--- src/rtl/polaris_pkg.sv ---
// Shared definitions for the polaris fetch pipeline: fetch FSM states and
// the default reset fetch address.
package polaris_pkg;

    typedef enum logic [1:0] {
        ST_IDLE  = 2'd0,   // no bus cycle, waiting for a free queue slot
        ST_BUSY  = 2'd1,   // bus cycle open at f_adr_o
        ST_DRAIN = 2'd2,   // bus cycle open, its data will be thrown away
        ST_HALT  = 2'd3    // stopped after an error until redirected
    } fq_state_e;

    localparam logic [63:0] RESET_PC_DEF = 64'hFFFF_FFFF_FFFF_FF00;

endpackage

--- src/rtl/stage_fq_fifo.sv ---
// Circular prefetch buffer: DEPTH entries of W bits, wrapping pointers,
// an occupancy count one bit wider than the pointers, and a flush.
module fq_fifo #(
    parameter int DEPTH = 4,
    parameter int W     = 63,
    parameter int AW    = $clog2(DEPTH),
    parameter int CW    = AW + 1
) (
    input  logic          i_clk,
    input  logic          i_rst_n,
    input  logic          i_push,
    input  logic          i_pop,
    input  logic          i_flush,
    input  logic [W-1:0]  i_data,
    output logic [W-1:0]  o_head,
    output logic [CW-1:0] o_count
);

    logic [W-1:0]  r_mem [DEPTH];
    logic [AW-1:0] r_wp;
    logic [AW-1:0] r_rp;
    logic [CW-1:0] r_count;

    // Pointer/count bookkeeping and storage; flush wins over push/pop.
    always_ff @(posedge i_clk or negedge i_rst_n) begin
        if (!i_rst_n) begin
            r_wp    <= '0;
            r_rp    <= '0;
            r_count <= '0;
            for (int i = 0; i < DEPTH; i++) r_mem[i] <= '0;
        end else if (i_flush) begin
            r_wp    <= '0;
            r_rp    <= '0;
            r_count <= '0;
        end else begin
            if (i_push) begin
                r_mem[r_wp] <= i_data;
                r_wp        <= r_wp + 1'b1;
            end
            if (i_pop) r_rp <= r_rp + 1'b1;
            r_count <= r_count + CW'(i_push) - CW'(i_pop);
        end
    end

    assign o_head  = r_mem[r_rp];
    assign o_count = r_count;

endmodule

--- src/rtl/stage_fq.sv ---
// Instruction fetch queue: Wishbone classic fetch master feeding a small
// prefetch queue, with redirect (flush + restart) and error halt.
module stage_fq
    import polaris_pkg::*;
#(
    parameter int          XLEN     = 64,
    parameter int          DEPTH    = 4,
    parameter logic [63:0] RESET_PC = RESET_PC_DEF
) (
    input  logic            clk_i,
    input  logic            reset_ni,
    output logic            f_cyc_o,
    input  logic            f_ack_i,
    input  logic            f_err_i,
    output logic [XLEN-1:2] f_adr_o,
    input  logic [31:0]     f_dat_i,
    input  logic            redirect_i,
    input  logic [XLEN-1:2] redirect_pc_i,
    output logic            i_valid_o,
    input  logic            i_ready_i,
    output logic [31:0]     i_dat_o,
    output logic [XLEN-1:2] i_pc_o,
    output logic            i_err_o
);

    localparam int AW = $clog2(DEPTH);
    localparam int CW = AW + 1;
    localparam int EW = 32 + XLEN - 2 + 1;
    localparam logic [XLEN-1:0] RST_BYTE = RESET_PC[XLEN-1:0];
    localparam logic [XLEN-1:2] RST_WORD = RST_BYTE[XLEN-1:2];
    localparam logic [XLEN-1:2] ADR_ONE  = 1;
    localparam logic [CW-1:0]   DEPTH_C  = CW'(DEPTH);

    fq_state_e       r_state;
    logic            r_cyc;
    logic [XLEN-1:2] r_adr;
    logic [XLEN-1:2] r_tgt;

    logic            w_term;
    logic            w_push;
    logic            w_pop;
    logic [CW-1:0]   w_count;
    logic [CW-1:0]   w_cnt_pop;
    logic [CW-1:0]   w_cnt_nxt;
    logic [EW-1:0]   w_head;

    // A termination only counts while a cycle is open; pushes only happen in
    // BUSY, and a redirect voids both the pop and the push of that clock.
    assign w_term    = r_cyc & (f_ack_i | f_err_i);
    assign w_push    = (r_state == ST_BUSY) & w_term & ~redirect_i;
    assign w_pop     = i_valid_o & i_ready_i & ~redirect_i;
    assign w_cnt_pop = w_count - CW'(w_pop);
    assign w_cnt_nxt = w_cnt_pop + CW'(w_push);

    fq_fifo #(
        .DEPTH (DEPTH),
        .W     (EW)
    ) u_fifo (
        .i_clk   (clk_i),
        .i_rst_n (reset_ni),
        .i_push  (w_push),
        .i_pop   (w_pop),
        .i_flush (redirect_i),
        .i_data  ({f_dat_i, r_adr, f_err_i}),
        .o_head  (w_head),
        .o_count (w_count)
    );

    // Fetch FSM; cycle and address are registered so f_adr_o stays put for
    // the whole bus cycle.
    always_ff @(posedge clk_i or negedge reset_ni) begin
        if (!reset_ni) begin
            r_state <= ST_IDLE;
            r_cyc   <= 1'b0;
            r_adr   <= RST_WORD;
            r_tgt   <= RST_WORD;
        end else if (redirect_i) begin
            if ((r_state == ST_BUSY || r_state == ST_DRAIN) && !w_term) begin
                // Cycle still outstanding: let it finish, remember target.
                r_state <= ST_DRAIN;
                r_tgt   <= redirect_pc_i;
            end else begin
                r_state <= ST_BUSY;
                r_cyc   <= 1'b1;
                r_adr   <= redirect_pc_i;
            end
        end else begin
            case (r_state)
                ST_IDLE: begin
                    if (w_cnt_pop < DEPTH_C) begin
                        r_state <= ST_BUSY;
                        r_cyc   <= 1'b1;
                    end
                end
                ST_BUSY: begin
                    if (w_term) begin
                        if (f_err_i) begin
                            r_state <= ST_HALT;
                            r_cyc   <= 1'b0;
                        end else begin
                            r_adr <= r_adr + ADR_ONE;
                            if (w_cnt_nxt >= DEPTH_C) begin
                                r_state <= ST_IDLE;
                                r_cyc   <= 1'b0;
                            end
                        end
                    end
                end
                ST_DRAIN: begin
                    // Queue was flushed on entry, so a slot is always free.
                    if (w_term) begin
                        r_state <= ST_BUSY;
                        r_adr   <= r_tgt;
                    end
                end
                ST_HALT: ;
                default: begin
                    r_state <= ST_IDLE;
                    r_cyc   <= 1'b0;
                end
            endcase
        end
    end

    assign f_cyc_o   = r_cyc;
    assign f_adr_o   = r_adr;
    assign i_valid_o = (w_count != '0);
    assign i_dat_o   = w_head[EW-1 -: 32];
    assign i_pc_o    = w_head[XLEN-2:1];
    assign i_err_o   = i_valid_o & w_head[0];

endmodule
--- config.mk ---
export PLATFORM = sky130hd
export DESIGN_NAME = stage_fq
export DESIGN_NICKNAME = d
export VERILOG_FILES = /design/src/rtl/polaris_pkg.sv /design/src/rtl/stage_fq_fifo.sv /design/src/rtl/stage_fq.sv
export SDC_FILE = /design/constraint.sdc
export NUM_CORES = 1
export LEC_CHECK = 0
export BUFFER_PORTS_ARGS = -buffer_cell sky130_fd_sc_hd__buf_2
export CORE_ASPECT_RATIO = 1.5
export CORE_MARGIN = 2
export CORE_UTILIZATION = 40
export CTS_CLUSTER_SIZE = 16
export DETAILED_ROUTE_END_ITERATION = 6
export MAX_ROUTING_LAYER = met4
export PLACE_DENSITY = 0.62
export SLEW_MARGIN = 20
export SYNTH_ARGS = -nofsm -noshare
export SYNTH_HDL_FRONTEND = slang
export SYNTH_SLANG_ARGS = --single-unit
--- constraint.sdc ---
create_clock -name clk_i -period 4.3 [get_ports clk_i]
set_clock_uncertainty 0.2 [all_clocks]
set_input_delay 0.215 -clock clk_i [delete_from_list [all_inputs] [get_ports clk_i]]
set_output_delay 0.215 -clock clk_i [all_outputs]
set_load 0.02 [all_outputs]
### Word level (Yosys, flattened, before mapping)

Index checks and enable logic that the tools add are counted.

* bits in registers: 514
* input bits: 100
* output and inout bits: 159
* logic and storage cells: 89

* $add $sub $neg: 7
* $lt $le $gt $ge: 5
* equality and inequality tests: 8
* muxes and demuxes: 32
* bitwise gates (word level): 10
* reductions and logical operators: 16

Operators by type and width (count)
* 380-bit bitwise mux: 1
* 62-bit 2-to-1 mux: 5
* 95-bit 2-to-1 mux: 3
* 95-bit binary-select mux with 2-bit select: 1
* 95-bit demux with 2-bit select: 1
* 62-bit one-hot mux with 2 select lines: 1
* 62-bit by 1-bit adder with 62-bit output (second input constant): 1
* 2-bit 2-to-1 mux: 11
* 5-bit AND reduction: 3
* 3-bit inequality test (second input constant): 4
* 3-bit greater-or-equal comparator (second input constant): 3
* 3-bit nonzero test: 3
* 3-bit by 1-bit adder with 3-bit output: 2
* 1-bit AND: 6
* 1-bit 2-to-1 mux: 6
* 2-bit inverter with 3-bit output: 2
* 2-bit one-hot mux with 3 select lines: 1
* 3-bit by 1-bit subtractor with 3-bit output: 2
* 2-bit by 1-bit adder with 2-bit output (second input constant): 2
* 4-bit by 3-bit inequality test with 1-bit output (second input constant): 1
* 2-bit AND reduction: 2
* 2-bit nonzero test: 2
* 4-bit nonzero test: 1
* 3-bit by 1-bit less-than comparator with 1-bit output (second input constant): 1
* other kinds (12): 13

### Depth between registers and ports, before layout

* depth after elaboration: 11
* gate-level depth with buffers: 11
* mapped depth without buffers: 10

### Modules after synthesis

Synthesis repeated with hierarchy kept, for this count alone.

* cell total of the unflattened synthesis: 1818
* area, all modules: 25580.8 um^2

Modules (own cells, without submodules)
* fq_fifo: instances 1, cells each 955, area each 17448.0 um^2
* stage_fq: instances 1, cells each 863, area each 8132.8 um^2

### Least setup slack after synthesis

Ideal clock, no wire load.

* path type: flip-flop to flip-flop
* start point: reg r_adr, in the netlist f_adr_o[13]
* end point: reg r_adr, in the netlist f_adr_o[35]
* library setup time: 0.060 ns
* data arrival time: 2.312 ns
* required time: 4.040 ns
* setup slack: 1.728 ns
* stages on the path, launching flop included: 8
* path buffers: 1
* period minus slack after synthesis: 2.572 ns
* cell sequence: dfstp_2 buf_4 nand3_4 nor4_4 nand3_4 or4_4 a211oi_2 a211o_1

* longest elaborated chain between the ends: 5

RTL lines
* start, declared: line stage_fq.sv:36 `logic [XLEN-1:2] r_adr;`
* start signal, assigned: line stage_fq.sv:85 `r_adr <= redirect_pc_i;`
* start signal, assigned: line stage_fq.sv:101 `r_adr <= r_adr + ADR_ONE;`
* start signal, assigned: line stage_fq.sv:113 `r_adr <= r_tgt;`
* 62-bit by 1-bit adder with 62-bit output: line stage_fq.sv:101
* 62-bit 2-to-1 mux: line stage_fq.sv:97 `if (f_err_i) begin`
* 62-bit 2-to-1 mux: line stage_fq.sv:96 `if (w_term) begin`
* 62-bit one-hot mux with 2 select lines: line stage_fq.sv:88 `case (r_state)`
* 62-bit 2-to-1 mux: line stage_fq.sv:77 `end else if (redirect_i) begin`

Every way passes these cells. The select of a mux whose other input is x is not followed.
A chain may end at the register's enable or synchronous reset.

### Worst setup path after layout

* start point: reg r_state[1]
* end point: reg u_fifo.r_mem[335] (netlist bit)

* longest elaborated chain between the ends: 4

RTL lines
* start, declared: line stage_fq.sv:34 `fq_state_e r_state;`
* start signal, assigned: line stage_fq.sv:73 `r_state <= ST_IDLE;`
* start signal, assigned: line stage_fq.sv:80 `r_state <= ST_DRAIN;`
* start signal, assigned: line stage_fq.sv:83 `r_state <= ST_BUSY;`
* 2-bit by 1-bit equality test with 1-bit output: line stage_fq.sv:50 `assign w_push = (r_state == ST_BUSY) & w_term & ~redirect_i;`
* 1-bit AND (2 in a row): line stage_fq.sv:50
* 2-bit AND reduction (no line)
* end signal, assigned by index: line stage_fq_fifo.sv:37 `r_mem[r_wp] <= i_data;`
* end, declared: line stage_fq_fifo.sv:19 `logic [W-1:0] r_mem [DEPTH];`

Every way passes these cells.

==> impl_metrics.py <==
metrics = {
    "global_routing": {
        "grt_pass1_vias": 18000,
        "grt_max_degree": 123,
        "grt.total_usage_pct": 22.1,
        "grt-ovfl-total": 0,
        "antenna_found_initial": 3,
        "grt_pass1_wl_mm": 104,
    },
    "final_layout": {
        "layout-drive-gt1-share_pct": 45.7,
        "syn2layout_area_growth_pct": 19.4,
        "fillers": 5329,
        "post_layout_nonfiller_instances": 2990,
        "final_nets": 2265,
    },
    "run_status": {
        "outcome": "finished with violations",
        "violations": "DRC",
    },
    "route": {
        "ant_nets": 0,
        "wl_per_cell_um": 22.6,
        "drt_iter0_drc": 1155,
        "drc_errors": 1,
        "vias": 16800,
        "drt-total-wl_mm": 67.7,
        "first_pass_iters": 7,
        "vias_per_cell": 5.61,
    },
    "logic_synthesis": {
        "synth_top_family_by_area": "multiplexers",
        "synth_cell_types": 79,
        "synth-main-ff-cell": "dfrtp_1",
        "synth_compound_area_share_pct": 7.45,
        "ys_ff_latch": 514,
        "synth.area.mux_share_pct": 27.2,
        "synthTopCellsByArea": "dfrtp_1 (41%), mux2_2 (18%), dfstp_2 (12%)",
        "synth_common_cells": "dfrtp_1 (402), mux2_2 (394), dfstp_2 (112), nand2_1 (112), o21ai_0 (103)",
        "synth-xor-area-share_pct": 1.25,
        "synth-simple-area-share_pct": 7.18,
        "synth_edf_count": 0,
        "synth_cells": 1871,
        "synth_area_um2": 24500,
        "async_flop_share_pct": 100,
        "synthAdderAreaFrac_pct": 0.594,
        "synth_top_area_share_pct": 41.1,
        "synth_nets": 1982,
        "ys_seq_area_share_pct": 53.2,
        "synth_most_common_cell": "dfrtp_1",
        "synth.avg_cell_area_um2": 13.1,
        "ys_warn_count": 0,
        "yosysTopAreaCell": "dfrtp_1",
    },
    "timing": {
        "setup_viol_count_final": 0,
        "period_share_pct": 73.6,
        "period_minus_slack_ns": 3.16,
        "slew_headroom_pct": 32.7,
        "clock.fmax_ghz": 0.316,
        "hold_viol_final": 0,
        "rsz0062_at_grt": "false",
        "slew_violations": 0,
        "tightest_slew_ns": 1.01,
        "setup_tns_ns": 0,
    },
    "place": {
        "dp_hpwl_mm": 44.2,
        "place_congestion": 0.838,
        "portBuffers": 258,
        "post-place-cells": 2793,
    },
    "critical_path": {
        "worstSetupPathType": "reg -> reg",
        "cpMaxStageDelayCell": "nor2_1",
        "cpLargestDelayFamily": "simple AND/OR/NAND/NOR gates",
        "crit_chain": "inv_1 -> ha_1 -> nand2b_1 -> nor2_1 -> nand2_4 -> buf_12 -> mux2_2",
        "cp_max_fo": 79,
        "required_ns": 4.59,
        "path_buf_inv": 2,
        "critPathMaxStageDelay_ns": 0.57,
        "cp.arrival_ns": 3.45,
        "worstSetupEndpointType": "flop",
        "start_kind": "flop",
    },
    "floorplanning": {
        "initial_core_util_pct": 40.2,
        "io_pins": 259,
        "core_um2": 60800,
        "die_area_um2": 63200,
        "die_h_um": 307,
        "placementRows": 111,
        "die_width_um": 206,
    },
    "clock_network": {
        "cts_buffers": 51,
        "cts-root-buf": "clkbuf_16",
        "path_clk_slew_ns": 0.06,
        "clk_path_buf_depth": 3,
        "htreeDepth": 2,
        "cts_tree": "done",
        "post_cts_buffers": 0,
        "clock-sinks": 514,
        "clk-insertion-delay-late_ns": 0.61,
    },
    "worst_hold_path": {
        "hp-class": "in -> async",
    },
    "power_and_ir_drop": {
        "power.density_nw_per_um2": 753,
        "ir_drop_uv": 383,
        "leakage_nw": 12.8,
    },
    "flow_run": {
        "maxCapViolations": 0,
    },
}
routing by layer:
layer	up-vias	track usage [%]	wire, um
met3	118	3.79	3910
met4	0	7.31	1950
li1	7455	-	-
met2	484	37.5	34600
met1	8730	26.6	27200
met5	-	-	0
flip-flops by register name (all words and copies together), names as in the netlist:
signal,cells
u_fifo.r_rp,2
f_adr_o,62
r_tgt,62
r_state,2
f_cyc_o,1
u_fifo.o_count,3
u_fifo.r_wp,2
u_fifo.r_mem,380
placed cells by master (no fill, tap or decap), types with 9 or more instances in the layout:
cell type | synthesis | final
a21oi_1 | 58 | 58
a221oi_1 | 13 | 13
a22oi_1 | 10 | 10
and3_1 | 17 | 16
buf_12 | 0 | 11
buf_2 | 34 | 256
buf_4 | 8 | 18
clkbuf_1 | 64 | 11
clkbuf_16 | 0 | 52
clkbuf_8 | 0 | 10
clkinv_2 | 0 | 10
dfrtp_1 | 402 | 400
dfstp_2 | 112 | 112
dlygate4sd3_1 | 0 | 99
ha_1 | 10 | 9
inv_1 | 25 | 25
mux2_2 | 394 | 394
mux4_2 | 95 | 95
nand2_1 | 112 | 108
nand2b_1 | 15 | 15
nand3_1 | 35 | 35
nand4_1 | 19 | 19
nor2_1 | 72 | 72
nor3_1 | 29 | 29
nor4_1 | 12 | 12
o211ai_1 | 9 | 9
o21a_1 | 12 | 12
o21ai_0 | 103 | 103
o31ai_1 | 11 | 11
xnor2_1 | 18 | 18
xor2_1 | 17 | 17
final timing paths:
kind | slack, ns | from | cells past startpoint | endpoint
min | 0.12 | reset_ni | 2 | u_fifo.r_mem[110]
max in group asynchronous | 2.68 | reset_ni | 3 | u_fifo.r_mem[237]
max reg2reg | 1.14 | r_state[1] | 7 | u_fifo.r_mem[335]
min reg2reg | 0.27 | u_fifo.r_mem[342] | 2 | u_fifo.r_mem[342]
max | 1.14 | r_state[1] | 7 | u_fifo.r_mem[335]
min in group clk_i | 0.21 | redirect_pc_i[20] | 3 | r_tgt[20]
kinds of logic (layout without fill, tap and decap cells):
| group | after synthesis | count (layout) |
|---|---|---|
| buffers and inverters | 181 | 506 |
| XOR/XNOR | 35 | 35 |
| adder cells (fa/ha/maj) | 11 | 11 |
| flip-flops | 514 | 514 |
| multiplexers | 497 | 497 |
| AO/OA/AOI/OAI | 285 | 285 |
| AND/OR/NAND/NOR | 348 | 348 |
| other | 0 | 3 |
through the flow:
| step | area [um^2] | util (%) | total power [mW] | hold slack, ns | setup slack (ns) |
|---|---|---|---|---|---|
| final | 29200 | 48.0 | 22.0 | 0.117 | 1.14 |
| after floorplan | 24500 | - | 14.5 | -0.281 | 1.73 |
| after CTS | 29200 | 48.0 | 22.2 | 0.148 | 1.11 |
| after global placement | 26500 | 43.5 | 17.0 | 0.194 | 1.24 |
| after global routing | 29200 | 48.0 | 23.3 | 0.202 | 1.00 |
| after detailed placement | 26500 | 43.5 | 17.4 | 0.199 | 1.17 |
report_power, final:
part | switching [mW] | internal, mW | total (mW)
logic | 4.40 | 3.92 | 8.32
registers | 1.80 | 7.25 | 9.05
clock network | 1.97 | 2.64 | 4.61
worst reg2reg max path, delay by kind of cell (launching register included):
family                   cells  cell delay [ns]
flip-flops                   1             0.40
multiplexers                 1             0.51
AND/OR/NAND/NOR              3             1.16
buffers and inverters        2             0.45
adder cells (fa/ha/maj)      1             0.32
layout make-up:
class / count / area, um^2 / share of cell area [%]
clock buffer: 73 / 1480 / 5.07
multi-input combinational: 1176 / 10700 / 36.7
antenna: 3 / 7.51 / 0.0257
inverter: 26 / 97.6 / 0.334
tap: 791 / 990 / 3.39
sequential: 514 / 13000 / 44.6
clock inverter: 22 / 241 / 0.827
timing repair buffer: 385 / 2640 / 9.05
what timing repair did:
item,4_1_cts,5_1_grt
hold endpoints to repair,358,0
gates resized for setup,0,0
hold buffers,99,0
Note: power is estimated with default switching activity, not from simulation.
